$ cat src/rtl/phys_reg_free_list_if.sv
// Rename/commit side bundle for the physical register free list.
//
// Signals:
//   alloc_req0_i / alloc_req1_i   rename slots asking for a destination tag
//   alloc_ready_o                 every asserted request can be satisfied
//   alloc_tag0_o / alloc_tag1_o   tags offered to rename slots 0 and 1
//   free0_i / free1_i             commit slots returning a tag
//   free_tag0_i / free_tag1_i     tags being returned
//   free_count_o                  number of tags currently held
//   empty_o                       no tags held
//   err_o                         sticky overflow flag
//
// Modports:
//   master  rename + commit logic (drives requests and frees)
//   slave   the free list itself
interface phys_reg_free_list_if #(
   parameter int NUM_P_REGS = 64,
   parameter int NUM_A_REGS = 32
);
   localparam int TW  = $clog2(NUM_P_REGS);
   localparam int CAP = NUM_P_REGS - NUM_A_REGS;
   localparam int CW  = $clog2(CAP + 1);

   logic          alloc_req0_i;
   logic          alloc_req1_i;
   logic          alloc_ready_o;
   logic [TW-1:0] alloc_tag0_o;
   logic [TW-1:0] alloc_tag1_o;
   logic          free0_i;
   logic          free1_i;
   logic [TW-1:0] free_tag0_i;
   logic [TW-1:0] free_tag1_i;
   logic [CW-1:0] free_count_o;
   logic          empty_o;
   logic          err_o;

   modport master (
      output alloc_req0_i,
      output alloc_req1_i,
      input  alloc_ready_o,
      input  alloc_tag0_o,
      input  alloc_tag1_o,
      output free0_i,
      output free1_i,
      output free_tag0_i,
      output free_tag1_i,
      input  free_count_o,
      input  empty_o,
      input  err_o
   );

   modport slave (
      input  alloc_req0_i,
      input  alloc_req1_i,
      output alloc_ready_o,
      output alloc_tag0_o,
      output alloc_tag1_o,
      input  free0_i,
      input  free1_i,
      input  free_tag0_i,
      input  free_tag1_i,
      output free_count_o,
      output empty_o,
      output err_o
   );
endinterface

$ cat src/rtl/phys_reg_free_list.sv
// Circular FIFO of free physical register tags for the rename stage.
// Offers up to two tags per cycle (combinational peek at head) and takes
// back up to two tags per cycle from commit. Tag 0 is the hardwired-zero
// register: it is never held, and returning it is silently ignored.
//
// Ports:
//   clk_i   clock, all state updates on posedge
//   rst_i   asynchronous active-high reset; entries reload with
//           NUM_A_REGS .. NUM_P_REGS-1, count = CAP, err cleared
//   bus     phys_reg_free_list_if slave modport (alloc/free handshake,
//           count, empty and sticky error status)
module phys_reg_free_list #(
   parameter int NUM_P_REGS = 64,
   parameter int NUM_A_REGS = 32
) (
   input logic                 clk_i,
   input logic                 rst_i,
   phys_reg_free_list_if.slave bus
);
   localparam int TW  = $clog2(NUM_P_REGS);
   localparam int CAP = NUM_P_REGS - NUM_A_REGS;
   localparam int CW  = $clog2(CAP + 1);
   localparam int PW  = (CAP > 1) ? $clog2(CAP) : 1;

   typedef logic [TW-1:0] tag_t;
   typedef logic [CW-1:0] cnt_t;
   typedef logic [PW-1:0] ptr_t;

   // Pointer advance by 0..2 with wrap at CAP; CAP need not be a power of two.
   function automatic ptr_t ptr_add(input ptr_t p, input int n);
      int s;
      s = int'(p) + n;
      if (s >= CAP) s = s - CAP;
      return ptr_t'(s);
   endfunction

   tag_t entry [CAP];
   ptr_t head;
   ptr_t tail;
   cnt_t count;
   logic err;

   cnt_t n_req;
   logic ready;
   cnt_t granted;
   cnt_t cnt_after_alloc;
   cnt_t cnt_mid;
   cnt_t count_next;
   logic want0;
   logic want1;
   logic acc0;
   logic acc1;
   logic overflow;
   ptr_t head_p1;
   ptr_t head_next;
   ptr_t tail_slot1;
   ptr_t tail_next;

   // Readiness looks only at the registered count, so a same-cycle free can
   // never fund a same-cycle allocation.
   assign n_req   = cnt_t'(bus.alloc_req0_i) + cnt_t'(bus.alloc_req1_i);
   assign ready   = (count >= n_req);
   assign granted = ready ? n_req : '0;

   assign cnt_after_alloc = count - granted;

   // Frees are accepted in slot order while space remains after this
   // cycle's allocation; anything beyond CAP is dropped and flagged.
   assign want0    = bus.free0_i && (bus.free_tag0_i != '0);
   assign want1    = bus.free1_i && (bus.free_tag1_i != '0);
   assign acc0     = want0 && (cnt_after_alloc < cnt_t'(CAP));
   assign cnt_mid  = cnt_after_alloc + cnt_t'(acc0);
   assign acc1     = want1 && (cnt_mid < cnt_t'(CAP));
   assign count_next = cnt_mid + cnt_t'(acc1);
   assign overflow = (want0 && !acc0) || (want1 && !acc1);

   assign head_p1    = ptr_add(head, 1);
   assign head_next  = ptr_add(head, int'(granted));
   assign tail_slot1 = ptr_add(tail, acc0 ? 1 : 0);
   assign tail_next  = ptr_add(tail, int'(acc0) + int'(acc1));

   // Slot 1 takes the second entry only when slot 0 consumes the first.
   assign bus.alloc_tag0_o  = entry[head];
   assign bus.alloc_tag1_o  = bus.alloc_req0_i ? entry[head_p1] : entry[head];
   assign bus.alloc_ready_o = ready;
   assign bus.free_count_o  = count;
   assign bus.empty_o       = (count == '0);
   assign bus.err_o         = err;

   always_ff @(posedge clk_i or posedge rst_i) begin
      if (rst_i) begin
         for (int i = 0; i < CAP; i++) begin
            entry[i] <= tag_t'(NUM_A_REGS + i);
         end
         head  <= '0;
         tail  <= '0;
         count <= cnt_t'(CAP);
         err   <= 1'b0;
      end else begin
         // Writes land only in slots outside the live window, so they never
         // disturb entries being offered at head this cycle.
         if (acc0) entry[tail] <= bus.free_tag0_i;
         if (acc1) entry[tail_slot1] <= bus.free_tag1_i;
         head  <= head_next;
         tail  <= tail_next;
         count <= count_next;
         if (overflow) err <= 1'b1;
      end
   end
endmodule

$ cat src/flat_wrapper.sv
// flat-port wrapper written by rule: the top's interface ports become plain ports
module phys_reg_free_list_flat 
#(
   parameter int NUM_P_REGS = 64,
   parameter int NUM_A_REGS = 32
)
  (clk_i, rst_i, bus_alloc_req0_i, bus_alloc_req1_i, bus_alloc_ready_o, bus_alloc_tag0_o, bus_alloc_tag1_o, bus_free0_i, bus_free1_i, bus_free_tag0_i, bus_free_tag1_i, bus_free_count_o, bus_empty_o, bus_err_o);
  phys_reg_free_list_if #(.NUM_P_REGS(NUM_P_REGS), .NUM_A_REGS(NUM_A_REGS)) bus_i ();
  input logic clk_i;
  input logic rst_i;
  input wire logic [$bits(bus_i.alloc_req0_i)-1:0] bus_alloc_req0_i;
  input wire logic [$bits(bus_i.alloc_req1_i)-1:0] bus_alloc_req1_i;
  output wire logic [$bits(bus_i.alloc_ready_o)-1:0] bus_alloc_ready_o;
  output wire logic [$bits(bus_i.alloc_tag0_o)-1:0] bus_alloc_tag0_o;
  output wire logic [$bits(bus_i.alloc_tag1_o)-1:0] bus_alloc_tag1_o;
  input wire logic [$bits(bus_i.free0_i)-1:0] bus_free0_i;
  input wire logic [$bits(bus_i.free1_i)-1:0] bus_free1_i;
  input wire logic [$bits(bus_i.free_tag0_i)-1:0] bus_free_tag0_i;
  input wire logic [$bits(bus_i.free_tag1_i)-1:0] bus_free_tag1_i;
  output wire logic [$bits(bus_i.free_count_o)-1:0] bus_free_count_o;
  output wire logic [$bits(bus_i.empty_o)-1:0] bus_empty_o;
  output wire logic [$bits(bus_i.err_o)-1:0] bus_err_o;
  assign bus_i.alloc_req0_i = bus_alloc_req0_i;
  assign bus_i.alloc_req1_i = bus_alloc_req1_i;
  assign bus_alloc_ready_o = bus_i.alloc_ready_o;
  assign bus_alloc_tag0_o = bus_i.alloc_tag0_o;
  assign bus_alloc_tag1_o = bus_i.alloc_tag1_o;
  assign bus_i.free0_i = bus_free0_i;
  assign bus_i.free1_i = bus_free1_i;
  assign bus_i.free_tag0_i = bus_free_tag0_i;
  assign bus_i.free_tag1_i = bus_free_tag1_i;
  assign bus_free_count_o = bus_i.free_count_o;
  assign bus_empty_o = bus_i.empty_o;
  assign bus_err_o = bus_i.err_o;
  phys_reg_free_list #(.NUM_P_REGS(NUM_P_REGS), .NUM_A_REGS(NUM_A_REGS)) u_core (.clk_i(clk_i), .rst_i(rst_i), .bus(bus_i));
endmodule
$ cat config.mk
export PLATFORM = sky130hd
export DESIGN_NAME = phys_reg_free_list_flat
export DESIGN_NICKNAME = d
export VERILOG_FILES = /design/src/rtl/phys_reg_free_list_if.sv /design/src/rtl/phys_reg_free_list.sv /design/src/flat_wrapper.sv
export SDC_FILE = /design/constraint.sdc
export NUM_CORES = 1
export LEC_CHECK = 0
export ABC_AREA = 1
export CAP_MARGIN = 10
export CORE_ASPECT_RATIO = 0.7
export CORE_UTILIZATION = 39
export DETAILED_ROUTE_END_ITERATION = 8
export PLACE_DENSITY = 0.59
export SLEW_MARGIN = 10
export SYNTH_ARGS = -nofsm -noshare
export SYNTH_HDL_FRONTEND = slang
export SYNTH_SLANG_ARGS = --single-unit
export TNS_END_PERCENT = 1
$ cat constraint.sdc
create_clock -name clk_i -period 14.5 [get_ports clk_i]
set_input_delay 3.625 -clock clk_i [delete_from_list [all_inputs] [get_ports clk_i]]
set_output_delay 3.625 -clock clk_i [all_outputs]
set_load 0.005 [all_outputs]
[Yosys cells after proc, flatten, opt, wreduce, memory -nomap -nowiden]
Index checks and enable logic that the tools add are counted.
Storage, ports and cells
  logic and storage cells: 101
  output and inout bits: 21
  bits in registers: 209
  input port bits: 18
Operators by class
  magnitude comparators: 13
  muxes and demuxes: 21
  add/sub/neg operators: 13
  bitwise operators: 4
  reduce and logical (&&, ||, !) cells: 14
Operator list (count)
  bitwise mux 192 bit: 2
  2-to-1 mux 192 bit: 2
  >= comparator 32 x 7 -> 1 bit, second input constant: 2
  binary-select mux 6 bit (select 5 bit): 2
  demux 6 bit (select 5 bit): 2
  2-to-1 mux 6 bit: 8
  >= comparator 6 bit, second input constant: 5
  inverter 5 -> 6 bit: 4
  2-to-1 mux 5 bit: 4
  subtractor 5 x 1 -> 5 bit, second input constant: 4
  adder 6 x 1 -> 6 bit: 2
  less-than comparator 6 x 1 -> 1 bit, second input constant: 2
  less-than comparator 6 bit, second input constant: 2
  nonzero test 6 bit: 2
  logical AND 1 bit: 8
  adder 5 x 6 -> 7 bit: 1
  >= comparator 7 x 6 -> 1 bit, second input constant: 1
  adder 5 x 1 -> 6 bit: 1
  adder 5 x 1 -> 6 bit, second input constant: 1
  adder 5 x 2 -> 6 bit: 1
  >= comparator 6 bit: 1
  logical NOT 6 bit: 1
  subtractor 6 bit: 1
  adder 1 x 1 -> 2 bit: 2
  other kinds (3): 4

[Logic depth before layout (Yosys ltp)]
  word-level depth: 17
  depth in mapped cells: 32
  gate-level depth less buffers: 28

[Worst setup path after synthesis]
Ideal clock, no wire load.
  path type: input -> output
  start point: input bus_alloc_req1_i
  end point: output bus_alloc_ready_o
  arrival time: 4666 ps
  stages: 6
  buffers on the path: 0
  path slack: 6209 ps
  data required time: 10875 ps
  path through: ha_1 -> ha_1 -> o21ai_0 -> inv_1 -> nor3_1 -> inv_1
On the way
  word-level cells in the longest chain between the ends: 2
Ends and longest elaborated chain
  start: declaration: RTL line flat_wrapper.sv:12  | input wire logic [$bits(bus_i.alloc_req1_i)-1:0] bus_alloc_req1_i;
  adder 1 x 1 -> 2 bit: RTL line phys_reg_free_list.sv:61  | assign n_req = cnt_t'(bus.alloc_req0_i) + cnt_t'(bus.alloc_req1_i);
  >= comparator 6 bit: RTL line phys_reg_free_list.sv:62  | assign ready = (count >= n_req);
  end: declaration: RTL line flat_wrapper.sv:13  | output wire logic [$bits(bus_i.alloc_ready_o)-1:0] bus_alloc_ready_o;
No other way between the ends.

[Final worst setup path]
  start point: input bus_alloc_req0_i
  end point: output bus_alloc_ready_o
On the way
  word-level cells in the longest chain between the ends: 2
Ends and longest elaborated chain
  start: declaration: RTL line flat_wrapper.sv:11  | input wire logic [$bits(bus_i.alloc_req0_i)-1:0] bus_alloc_req0_i;
  adder 1 x 1 -> 2 bit: RTL line phys_reg_free_list.sv:61
  >= comparator 6 bit: RTL line phys_reg_free_list.sv:62
No other way between the ends.

==> results.tsv <==
metric	value	unit
status	finished, final reports clean	
clock skew	0.0199	ns
Synth top cells by count	nand2_1 (1192), o21ai_0 (397), nand3_1 (277), inv_1 (239), nand4_1 (198)	
post-CTS setup buffers	0	
number of diodes	0	
RSZ-0062 raised after global routing	false	
vias post-DR	20532	
largest cells by area after synthesis	nand2_1 (24%), dfstp_2 (16%), dfrtp_1 (13%)	
setup TNS	0	ns
post-CTS sizing	0	
first-pass GRT wire length	112000	um
Post-Syn Area	18500	um2
most common cell in the netlist	nand2_1	
final hold vios	0	
port bufs	38	
kind of critical path	in2out	
WP data required	10.88	ns
metal2 WL	31100	um
number of buffers inserted by hold repair at cts	0	
DP Worst Slack	4.84	ns
DRT antenna net count	0	
FMAX	0.103	GHz
syn avg cell area	6.16	um2
Pre-antenna DRT Iters	6	
compound-cell area share of the yosys netlist	0.137	
DRC errors left	0	
area leader, netlist	nand2_1	
root buffer cell	clkbuf_16	
Starting Density	0.397	
I/O pin cnt	39	
Peak VDD IR	0.000249	V
metal3 WL	7930	um
final worst setup slack	4.81	ns
Clock Pin Slew Worst Setup and Hold Paths	0.06	ns
layout cells sized above 1	0.100	
per-cell routed wire length	20.9	um
top layer in use	met4	
vias per cell	5.88	
CP Data Arrival Time	6.07	ns
Tightest Pin Transition	1.18	ns
Pwr Density	257	nW/um2
final wirelength	72900	um
CTS Buf Count	26	
DR iter-0 viols	2689	
largest net degree at the start of global routing	162	
fin crit period	9.69	ns
relative slew slack	0.214	
Die ar.	48400	um2
Final HPWL DP	44900	um
HP Class	reg2reg	
met1 WL	31900	um
Final Max Slew Viols	0	
simple-gate area share of the yosys netlist	0.447	
Netlist cell types	33	
Design Power	5.08	mW
FP Rows	66	
Nets	2897	
crit path max fanout	8	
Max Cap Violations	0	
post-synthesis mux area share	0	
Post-Synthesis Cells	3009	
post-synth top area share	0.241	
core region area	46700	um2
post-synthesis xor/xnor area fraction	0.00763	
chip height	184	um
P&R area growth vs syn	6.62	%
Total Routing Usage GR	0.297	
Seq/Total Area, Yosys	0.290	
Post-Place Cells	3445	
vias in the first global route	18668	
Pleak	8.72	nW
Non-Filler Instances	3493	
final RePlAce weighted congestion	0.970	
clk_lat worst skew	0.58	ns
Final Setup Violations	0	
Post-synth EDFFs	0	
CTS Buffer Depth	3	
fraction of the mapped netlist area in adder cells	0.0134	
Post-synth ARST share	1.00	
total gr overflow	0	
largest family of logic cells by synthesized area	simple AND/OR/NAND/NOR gates	
CP Launch Type	input port	
element type at the critical path end	output port	
#FFs+latches synth	209	
Horiz. Die Dim	263	um
CTS H-tree depth	1	
syn nets	3045	
CTS tree	built	
initial antenna violation count	2	
crit share post-route	0.668	
# clock sinks	209	
worst hold slack	0.492	ns
Synth Warn #	0	
Main synth FF type	dfstp_2	
cell families after synthesis:
logic type               Yosys count
AND/OR/NAND/NOR                 1796
buffers and inverters            488
AO/OA/AOI/OAI                    484
flip-flops                       209
adder cells (fa/ha/maj)           18
XOR/XNOR                          14
registers in the layout, summed over array words and instances (netlist names):
signal	flops
u_core.bus.free_count_o	6
u_core.bus.err_o	1
u_core.tail	5
u_core.head	5
u_core.entry	192
layout by cell type (no fill, tap or decap), drive strengths merged, types with 7 or more instances in the layout:
master	n
xor2	10
dfrtp	96
clkbuf	41
buf	35
o21ai	406
nand3	317
ha	15
nand4	198
a21oi	31
inv	245
nand2	1197
dfstp	113
o211ai	46
nor3	7
nor2	72
clkdlybuf4s50	32
metal layers:
metal,global-route usage,vias to the layer above
met1,0.422,9694
met4,0.0911,0
met5,0,-
met3,0.0643,130
li1,-,9596
met2,0.447,1112
where the power goes:
part	leakage (nW)	switching, mW	total (mW)	internal (mW)
Combinational	5.87	2.34	3.29	0.953
Clock	0.428	0.292	0.694	0.403
Sequential	2.42	0.206	1.10	0.892
Total	8.72	2.83	5.08	2.25
worst paths after layout:
kind	start	end	slack, ns	depth (start not counted)
worst min-delay path	u_core.bus.err_o$_DFFE_PP0P_	u_core.bus.err_o$_DFFE_PP0P_	0.49	2
max in group asynchronous	rst_i	u_core.entry[134]$_DFF_PP0_	9.57	3
min in group asynchronous	rst_i	u_core.entry[13]$_DFF_PP0_	3.56	2
worst min register to register	u_core.bus.err_o$_DFFE_PP0P_	u_core.bus.err_o$_DFFE_PP0P_	0.49	2
worst max-delay path	bus_alloc_req0_i	bus_alloc_ready_o	4.81	8
worst max register to register	u_core.bus.free_count_o[3]$_DFF_PP0_	u_core.entry[37]$_DFF_PP0_	9.29	17
through the flow:
stage	util	instance area (um2)
detailed placement	0.405	18900
floorplan	-	18500
global placement	0.405	18900
global route	0.423	19800
CTS	0.423	19800
finish	0.423	19800
worst max-delay path: stages:
cell,delay (ns)
clkdlybuf4s50_1,0.84
ha_1,0.36
ha_1,0.27
o21ai_0,0.15
inv_1,0.05
nor3_1,0.24
inv_1,0.08
clkdlybuf4s50_1,0.45
cell type report:
cell class / instances / area [um2]
clock buffers: 41 / 778
clock inverters: 7 / 88.8
fillers: 4949 / 26900
inverters: 245 / 936
multi-input cells: 2312 / 11200
flip-flops and latches: 209 / 5380
well taps: 612 / 766
repair buffers: 67 / 581
Note: power is estimated with default switching activity, not from simulation.
